**src/rtl/multi_cycle_controller.sv**
```systemverilog
// Moore FSM sequencer for the multi-cycle shared-memory datapath, with a retired-instruction counter and a memory stall watchdog.
// Optional ILLEGAL_TRAP_EN: an illegal instruction halts in ILLEGAL and drives an extra Illegal port until reset.
module multi_cycle_controller #(
   parameter int unsigned CNT_W       = 32,
   parameter int unsigned MEM_TIMEOUT = 255
) (
   input  logic             clk,
   input  logic             rst_n,
   input  logic [5:0]       OpCode,
   input  logic [5:0]       Func,
   input  logic             Zero,
   input  logic             MemReady,
   output logic             IorD,
   output logic             MemRead,
   output logic             MemWrite,
   output logic             IRWrite,
   output logic             PCWrite,
   output logic [1:0]       PCSrc,
   output logic             ALUSrcA,
   output logic [1:0]       ALUSrcB,
   output logic [2:0]       ALUOperation,
   output logic             RegWrite,
   output logic [1:0]       RegDst,
   output logic             RegWSrc,
   output logic             MemToReg,
   output logic [CNT_W-1:0] Retired,
   output logic             MemErr
`ifdef ILLEGAL_TRAP_EN
   ,output logic            Illegal
`endif
);

   typedef enum logic [3:0] {
      IDLE, FETCH, DECODE, EXEC_R, WB_R, EXEC_I, WB_I, MEM_ADDR,
      MEM_RD, MEM_WB, MEM_WR, BRANCH, JUMP, JR, JAL, ILLEGAL
   } state_t;

   // The counter only has to hold MEM_TIMEOUT-1: the stall that would reach
   // MEM_TIMEOUT triggers the abort instead of being counted.
   localparam int unsigned WAIT_W = (MEM_TIMEOUT > 1) ? $clog2(MEM_TIMEOUT) : 1;
   localparam logic [WAIT_W-1:0] WAIT_LAST = WAIT_W'(MEM_TIMEOUT - 1);

   state_t            state;
   state_t            state_next;
   logic [WAIT_W-1:0] wait_cnt;
   logic              stall;
   logic              timeout;
   logic              retire;

   always_ff @(posedge clk or negedge rst_n) begin
      if (!rst_n) begin
         state    <= IDLE;
         wait_cnt <= '0;
         Retired  <= '0;
         MemErr   <= 1'b0;
      end else begin
         state    <= state_next;
         wait_cnt <= (stall && !timeout) ? wait_cnt + 1'b1 : '0;
         if (retire)
            Retired <= Retired + 1'b1;
         if (timeout)
            MemErr <= 1'b1;
      end
   end

   always_comb begin
      state_next   = state;
      stall        = 1'b0;
      timeout      = 1'b0;
      retire       = 1'b0;
      IorD         = 1'b0;
      MemRead      = 1'b0;
      MemWrite     = 1'b0;
      IRWrite      = 1'b0;
      PCWrite      = 1'b0;
      PCSrc        = 2'b00;
      ALUSrcA      = 1'b0;
      ALUSrcB      = 2'b00;
      ALUOperation = 3'b000;
      RegWrite     = 1'b0;
      RegDst       = 2'b00;
      RegWSrc      = 1'b0;
      MemToReg     = 1'b0;
`ifdef ILLEGAL_TRAP_EN
      Illegal      = 1'b0;
`endif
      case (state)
         IDLE: state_next = FETCH;
         FETCH: begin
            MemRead = 1'b1;
            ALUSrcB = 2'b01;
            if (MemReady) begin
               IRWrite    = 1'b1;
               PCWrite    = 1'b1;
               state_next = DECODE;
            end else begin
               stall = 1'b1;
            end
         end
         DECODE: begin
            ALUSrcB = 2'b11;
            case (OpCode)
               6'd0: begin
                  case (Func)
                     6'b000001, 6'b000010, 6'b000100,
                     6'b001000, 6'b010000: state_next = EXEC_R;
                     default:              state_next = ILLEGAL;
                  endcase
               end
               6'd1, 6'd2: state_next = EXEC_I;
               6'd3, 6'd4: state_next = MEM_ADDR;
               6'd5:       state_next = BRANCH;
               6'd6:       state_next = JUMP;
               6'd7:       state_next = JR;
               6'd8:       state_next = JAL;
               default:    state_next = ILLEGAL;
            endcase
         end
         EXEC_R: begin
            ALUSrcA = 1'b1;
            case (Func)
               6'b000010: ALUOperation = 3'b001;
               6'b000100: ALUOperation = 3'b010;
               6'b001000: ALUOperation = 3'b011;
               6'b010000: ALUOperation = 3'b100;
               default:   ALUOperation = 3'b000;
            endcase
            state_next = WB_R;
         end
         WB_R: begin
            RegWrite   = 1'b1;
            RegDst     = 2'b01;
            RegWSrc    = 1'b1;
            retire     = 1'b1;
            state_next = FETCH;
         end
         EXEC_I: begin
            ALUSrcA      = 1'b1;
            ALUSrcB      = 2'b10;
            ALUOperation = (OpCode == 6'd2) ? 3'b100 : 3'b000;
            state_next   = WB_I;
         end
         WB_I: begin
            RegWrite   = 1'b1;
            RegWSrc    = 1'b1;
            retire     = 1'b1;
            state_next = FETCH;
         end
         MEM_ADDR: begin
            ALUSrcA    = 1'b1;
            ALUSrcB    = 2'b10;
            state_next = (OpCode == 6'd4) ? MEM_WR : MEM_RD;
         end
         MEM_RD: begin
            IorD    = 1'b1;
            MemRead = 1'b1;
            if (MemReady)
               state_next = MEM_WB;
            else
               stall = 1'b1;
         end
         MEM_WB: begin
            RegWrite   = 1'b1;
            RegWSrc    = 1'b1;
            MemToReg   = 1'b1;
            retire     = 1'b1;
            state_next = FETCH;
         end
         MEM_WR: begin
            IorD     = 1'b1;
            MemWrite = 1'b1;
            if (MemReady) begin
               retire     = 1'b1;
               state_next = FETCH;
            end else begin
               stall = 1'b1;
            end
         end
         BRANCH: begin
            ALUSrcA      = 1'b1;
            ALUOperation = 3'b001;
            PCSrc        = 2'b01;
            PCWrite      = Zero;
            retire       = 1'b1;
            state_next   = FETCH;
         end
         JUMP: begin
            PCWrite    = 1'b1;
            PCSrc      = 2'b10;
            retire     = 1'b1;
            state_next = FETCH;
         end
         JR: begin
            PCWrite    = 1'b1;
            PCSrc      = 2'b11;
            retire     = 1'b1;
            state_next = FETCH;
         end
         JAL: begin
            PCWrite    = 1'b1;
            PCSrc      = 2'b10;
            RegWrite   = 1'b1;
            RegDst     = 2'b10;
            retire     = 1'b1;
            state_next = FETCH;
         end
         ILLEGAL: begin
`ifdef ILLEGAL_TRAP_EN
            Illegal    = 1'b1;
`else
            retire     = 1'b1;
            state_next = FETCH;
`endif
         end
         default: state_next = IDLE;
      endcase
      // Abandon the access on the stall that would reach MEM_TIMEOUT.
      if (stall && wait_cnt == WAIT_LAST) begin
         timeout    = 1'b1;
         state_next = IDLE;
      end
   end

endmodule

```
**config.mk**
```make
export PLATFORM = sky130hd
export DESIGN_NAME = multi_cycle_controller
export DESIGN_NICKNAME = d
export VERILOG_FILES = /design/src/rtl/multi_cycle_controller.sv
export SDC_FILE = /design/constraint.sdc
export NUM_CORES = 1
export LEC_CHECK = 0
export CORE_MARGIN = 1.5
export CORE_UTILIZATION = 50
export CTS_BUF_LIST = sky130_fd_sc_hd__clkbuf_8
export DETAILED_ROUTE_END_ITERATION = 6
export GPL_ROUTABILITY_DRIVEN = 0
export GPL_TIMING_DRIVEN = 0
export HOLD_SLACK_MARGIN = 0.05
export PLACE_DENSITY = 0.9
export RECOVER_POWER = 100
export SLEW_MARGIN = 0
export SYNTH_ARGS = -nofsm -noshare
export SYNTH_HDL_FRONTEND = slang
export SYNTH_SLANG_ARGS = --single-unit
export TNS_END_PERCENT = 50
```
**constraint.sdc**
```tcl
create_clock -name clk -period 2.3 [get_ports clk]
set_clock_uncertainty 0.15 [all_clocks]
set_input_delay 0.46 -clock clk [delete_from_list [all_inputs] [get_ports clk]]
set_output_delay 0.46 -clock clk [all_outputs]
set_load 0.005 [all_outputs]
```
==> impl_metrics.py <==
metrics = {
    "clocking": {
        "cts_buffer_depth": 2,
        "cts.sinks": 45,
        "path_clk_slew_ns": 0.08,
        "htree_levels": 2,
        "cts_inserted_buffers": 5,
        "cts_tree": "built",
        "clock_latency_ns": 0.30,
        "root_buffer": "clkbuf_8",
    },
    "timing": {
        "tightest_slew_ns": 0.8850,
        "setup_ws_ns": -0.1016,
        "rsz0062_at_grt": "yes",
        "finalHoldViolations": 0,
        "whs_ns": 0.3329,
        "timing.final.crit_share_pct": 104.4,
        "setup_viol_count_final": 1,
        "slew_headroom_pct": 41.00,
        "fmax_mhz": 416.4,
        "min_period_ns": 2.402,
        "maxSlewViolCount": 0,
    },
    "floorplanning": {
        "boundaryPins": 67,
        "rows": 25,
        "initial_core_util_pct": 53.14,
        "die_y_um": 74.56,
        "die_area_sq_um": 5558,
        "core_area_sq_um": 4817,
        "die_w_um": 74.56,
    },
    "worst_setup_path": {
        "rr_startpoint": "Retired[0]",
        "crit_chain": "clkdlybuf4s50_1 -> nor3_2 -> nand4_1 -> o41ai_4 -> buf_2",
        "endpoint_kind": "primary output",
        "r2r_slack_ns": 0.12,
        "worstPathMaxFanout": 5,
        "arrival_ns": 1.79,
        "crit_required_ns": 1.69,
        "cp.depth": 5,
        "r2r-end": "Retired[28]",
        "crit_slowest_cell": "clkdlybuf4s50_1",
        "worstSetupStartpointType": "primary input",
        "path_buf_inv": 2,
        "crit_start": "OpCode[3]",
        "reg2reg_depth": 5,
        "max_stage_delay_ns": 0.46,
        "cp_top_family": "buffers and inverters",
        "path_class": "in2out",
        "crit_path_end": "ALUOperation[2]",
    },
    "layout": {
        "mostFrequentLayoutCell": "dfrtp_1",
        "multi_input_area_sq_um": 1408,
        "syn2layout_area_growth_pct": 36.07,
        "num_antenna_cells": 0,
        "layout_common_cells": "dfrtp_1 (45), dlygate4sd3_1 (35), nor2_1 (29), xnor2_1 (29)",
        "seq_area_sq_um": 1126,
        "fin_nets": 367,
        "layout-drive-gt1-share_pct": 12.32,
        "fillers": 364,
        "stdcell_count": 416,
    },
    "synth": {
        "netlist_top_cells_area": "dfrtp_1 (44%), xnor2_1 (9.9%), xor2_1 (4.8%)",
        "synth.distinct_cells": 45,
        "syn_area_per_cell_sq_um": 9.446,
        "ys.flop_type": "dfrtp_1",
        "synth_warnings": 0,
        "ys_seq_area_share_pct": 43.99,
        "yosysTopAreaCell": "dfrtp_1",
        "synth_top_area_share_pct": 43.99,
        "syn_inst": 271,
        "netlist_area_sq_um": 2560,
        "syn-num-nets": 290,
        "synth_edf_count": 0,
        "async_flop_share_pct": 100.0,
        "synth_seq_cells": 45,
    },
    "power": {
        "leakage_uw": 0.001585,
        "p_sw_share_pct": 36.43,
        "pwr-share-clk_pct": 18.9,
        "switching_power_uw": 990.3,
        "power_density_nw_per_um2": 780.3,
        "internal_power_uw": 1728,
        "power_frac_comb_pct": 43.8,
        "ir_worst_vdd_mv": 0.5101,
        "p_seq_share_pct": 37.4,
    },
    "global_route": {
        "antenna_found_initial": 0,
        "grt_max_degree": 38,
        "grtUsageTotal_pct": 24.22,
        "overflow": 0,
        "grt_pass1_vias": 2212,
        "grt_pass1_wl_um": 10320,
    },
    "run_status": {
        "status": "complete, but fails checks",
        "violations": "negative setup slack",
    },
    "detailed_routing": {
        "viasPerCell": 5.618,
        "antenna_left": 0,
        "wl_per_cell_um": 15.29,
        "dr.pass1.iters": 4,
        "route.detailed.drc": 0,
        "drt_iter0_drc": 103,
        "routed_wl_um": 6362,
        "num_vias": 2337,
    },
    "placed_design": {
        "io_buffers": 63,
        "hpwl_um": 4312,
        "place_inst": 402,
    },
    "worst_hold_path": {
        "holdCritPathClass": "reg2reg",
        "hp-start": "MemErr",
    },
    "job": {
        "maxCapViolations": 0,
    },
}
[what timing repair did]
action / 4_1_cts / 5_1_grt
hold buffers: 1 / 0
gates cloned: 0 / 0
buffers inserted: 5 / 0
pin swaps: 4 / 1
gates resized for setup: 57 / 2
endpoints found under the setup margin: 17 / 3
hold endpoints to repair: 8 / 0
[layer usage]
layer	GRT usage (%)	share of wire (%)	up-vias
li1	-	-	1101
met1	30.97	42	1139
met2	40.28	51	79
met3	4.472	4.2	18
met4	10.51	2.7	0
met5	0	0	-
[power by group through the flow]
stage	logic (uW)	clock network, uW	registers, uW
floorplan	626	0	1010
global placement	1090	0	1030
detailed placement	1110	0	1030
CTS	1220	520	1020
global route	1300	543	1030
finish	1190	513	1020
[worst register-to-register path, cell delays in order (launching register included)]
cell      delay, ns
dfrtp_1        0.41
ha_1           0.24
nand4_1        0.13
a311oi_2       0.74
nand3_1        0.21
xnor2_1        0.19
[registers in the layout, summed over array words and instances, names as in the netlist]
register and cells:
state 4, wait_cnt 8, Retired 32, MemErr 1
[logic make-up (layout without fill, tap and decap cells)]
group | Yosys count | after routing | share of synthesized area (%)
buffers and inverters | 16 | 94 | 2.981
AND/OR/NAND/NOR | 132 | 132 | 27.61
AO/OA/AOI/OAI | 31 | 31 | 8.798
flip-flops | 45 | 45 | 43.99
multiplexers | 1 | 1 | 0.4399
adder cells (fa/ha/maj) | 3 | 3 | 1.466
XOR/XNOR | 43 | 43 | 14.71
[metrics by stage]
| stage | setup WS, ns | utilization [%] | total power, uW | TNS [ns] | instance area [sq um] |
|---|---|---|---|---|---|
| final | -0.1016 | 72.31 | 2718 | -0.1016 | 3483 |
| after global placement | -0.5375 | 67.97 | 2115 | -25.99 | 3274 |
| after global routing | -0.1621 | 72.31 | 2873 | -0.5795 | 3483 |
| after detailed placement | -0.5538 | 68.29 | 2146 | -5.251 | 3289 |
| after floorplan | 0.3808 | - | 1640 | 0 | 2560 |
| after CTS | -0.03405 | 73.14 | 2759 | -0.03405 | 3523 |
[worst min-delay path by stage]
stage                            end  slack (ns)  cells past startpoint
after global routing          MemErr        0.36                      1
after detailed placement  Retired[6]        0.18                      1
after global placement        MemErr        0.31                      1
final                         MemErr        0.33                      1
after CTS                     MemErr        0.33                      1
after floorplan               MemErr        0.01                      0
[area by class of cell]
| type | count | area share (%) |
|---|---|---|
| multi-input combinational | 210 | 40.41 |
| sequential | 45 | 32.33 |
| timing repair buffer | 70 | 18.39 |
| buffer | 12 | 3.269 |
| tap | 67 | 2.407 |
| clock buffer | 6 | 2.371 |
| inverter | 4 | 0.4310 |
| clock inverter | 2 | 0.3951 |
[cells in the mapped netlist, types with 2 or more instances]
library cell,count
nand4_1,12
xor2_1,14
buf_4,4
or2_2,2
inv_1,4
nor3_1,12
and3_1,7
xnor2_1,29
ha_1,3
and4_1,4
clkbuf_1,7
nand3_1,19
o41ai_1,2
a31oi_1,2
nor2_1,30
and2_1,2
dfrtp_1,45
a21boi_0,2
a21oi_1,6
nand2_1,20
o21ai_0,9
nand2b_1,9
nor2b_1,2
nor3b_1,3
nor4_1,2
Note: power is estimated with default switching activity, not from simulation.
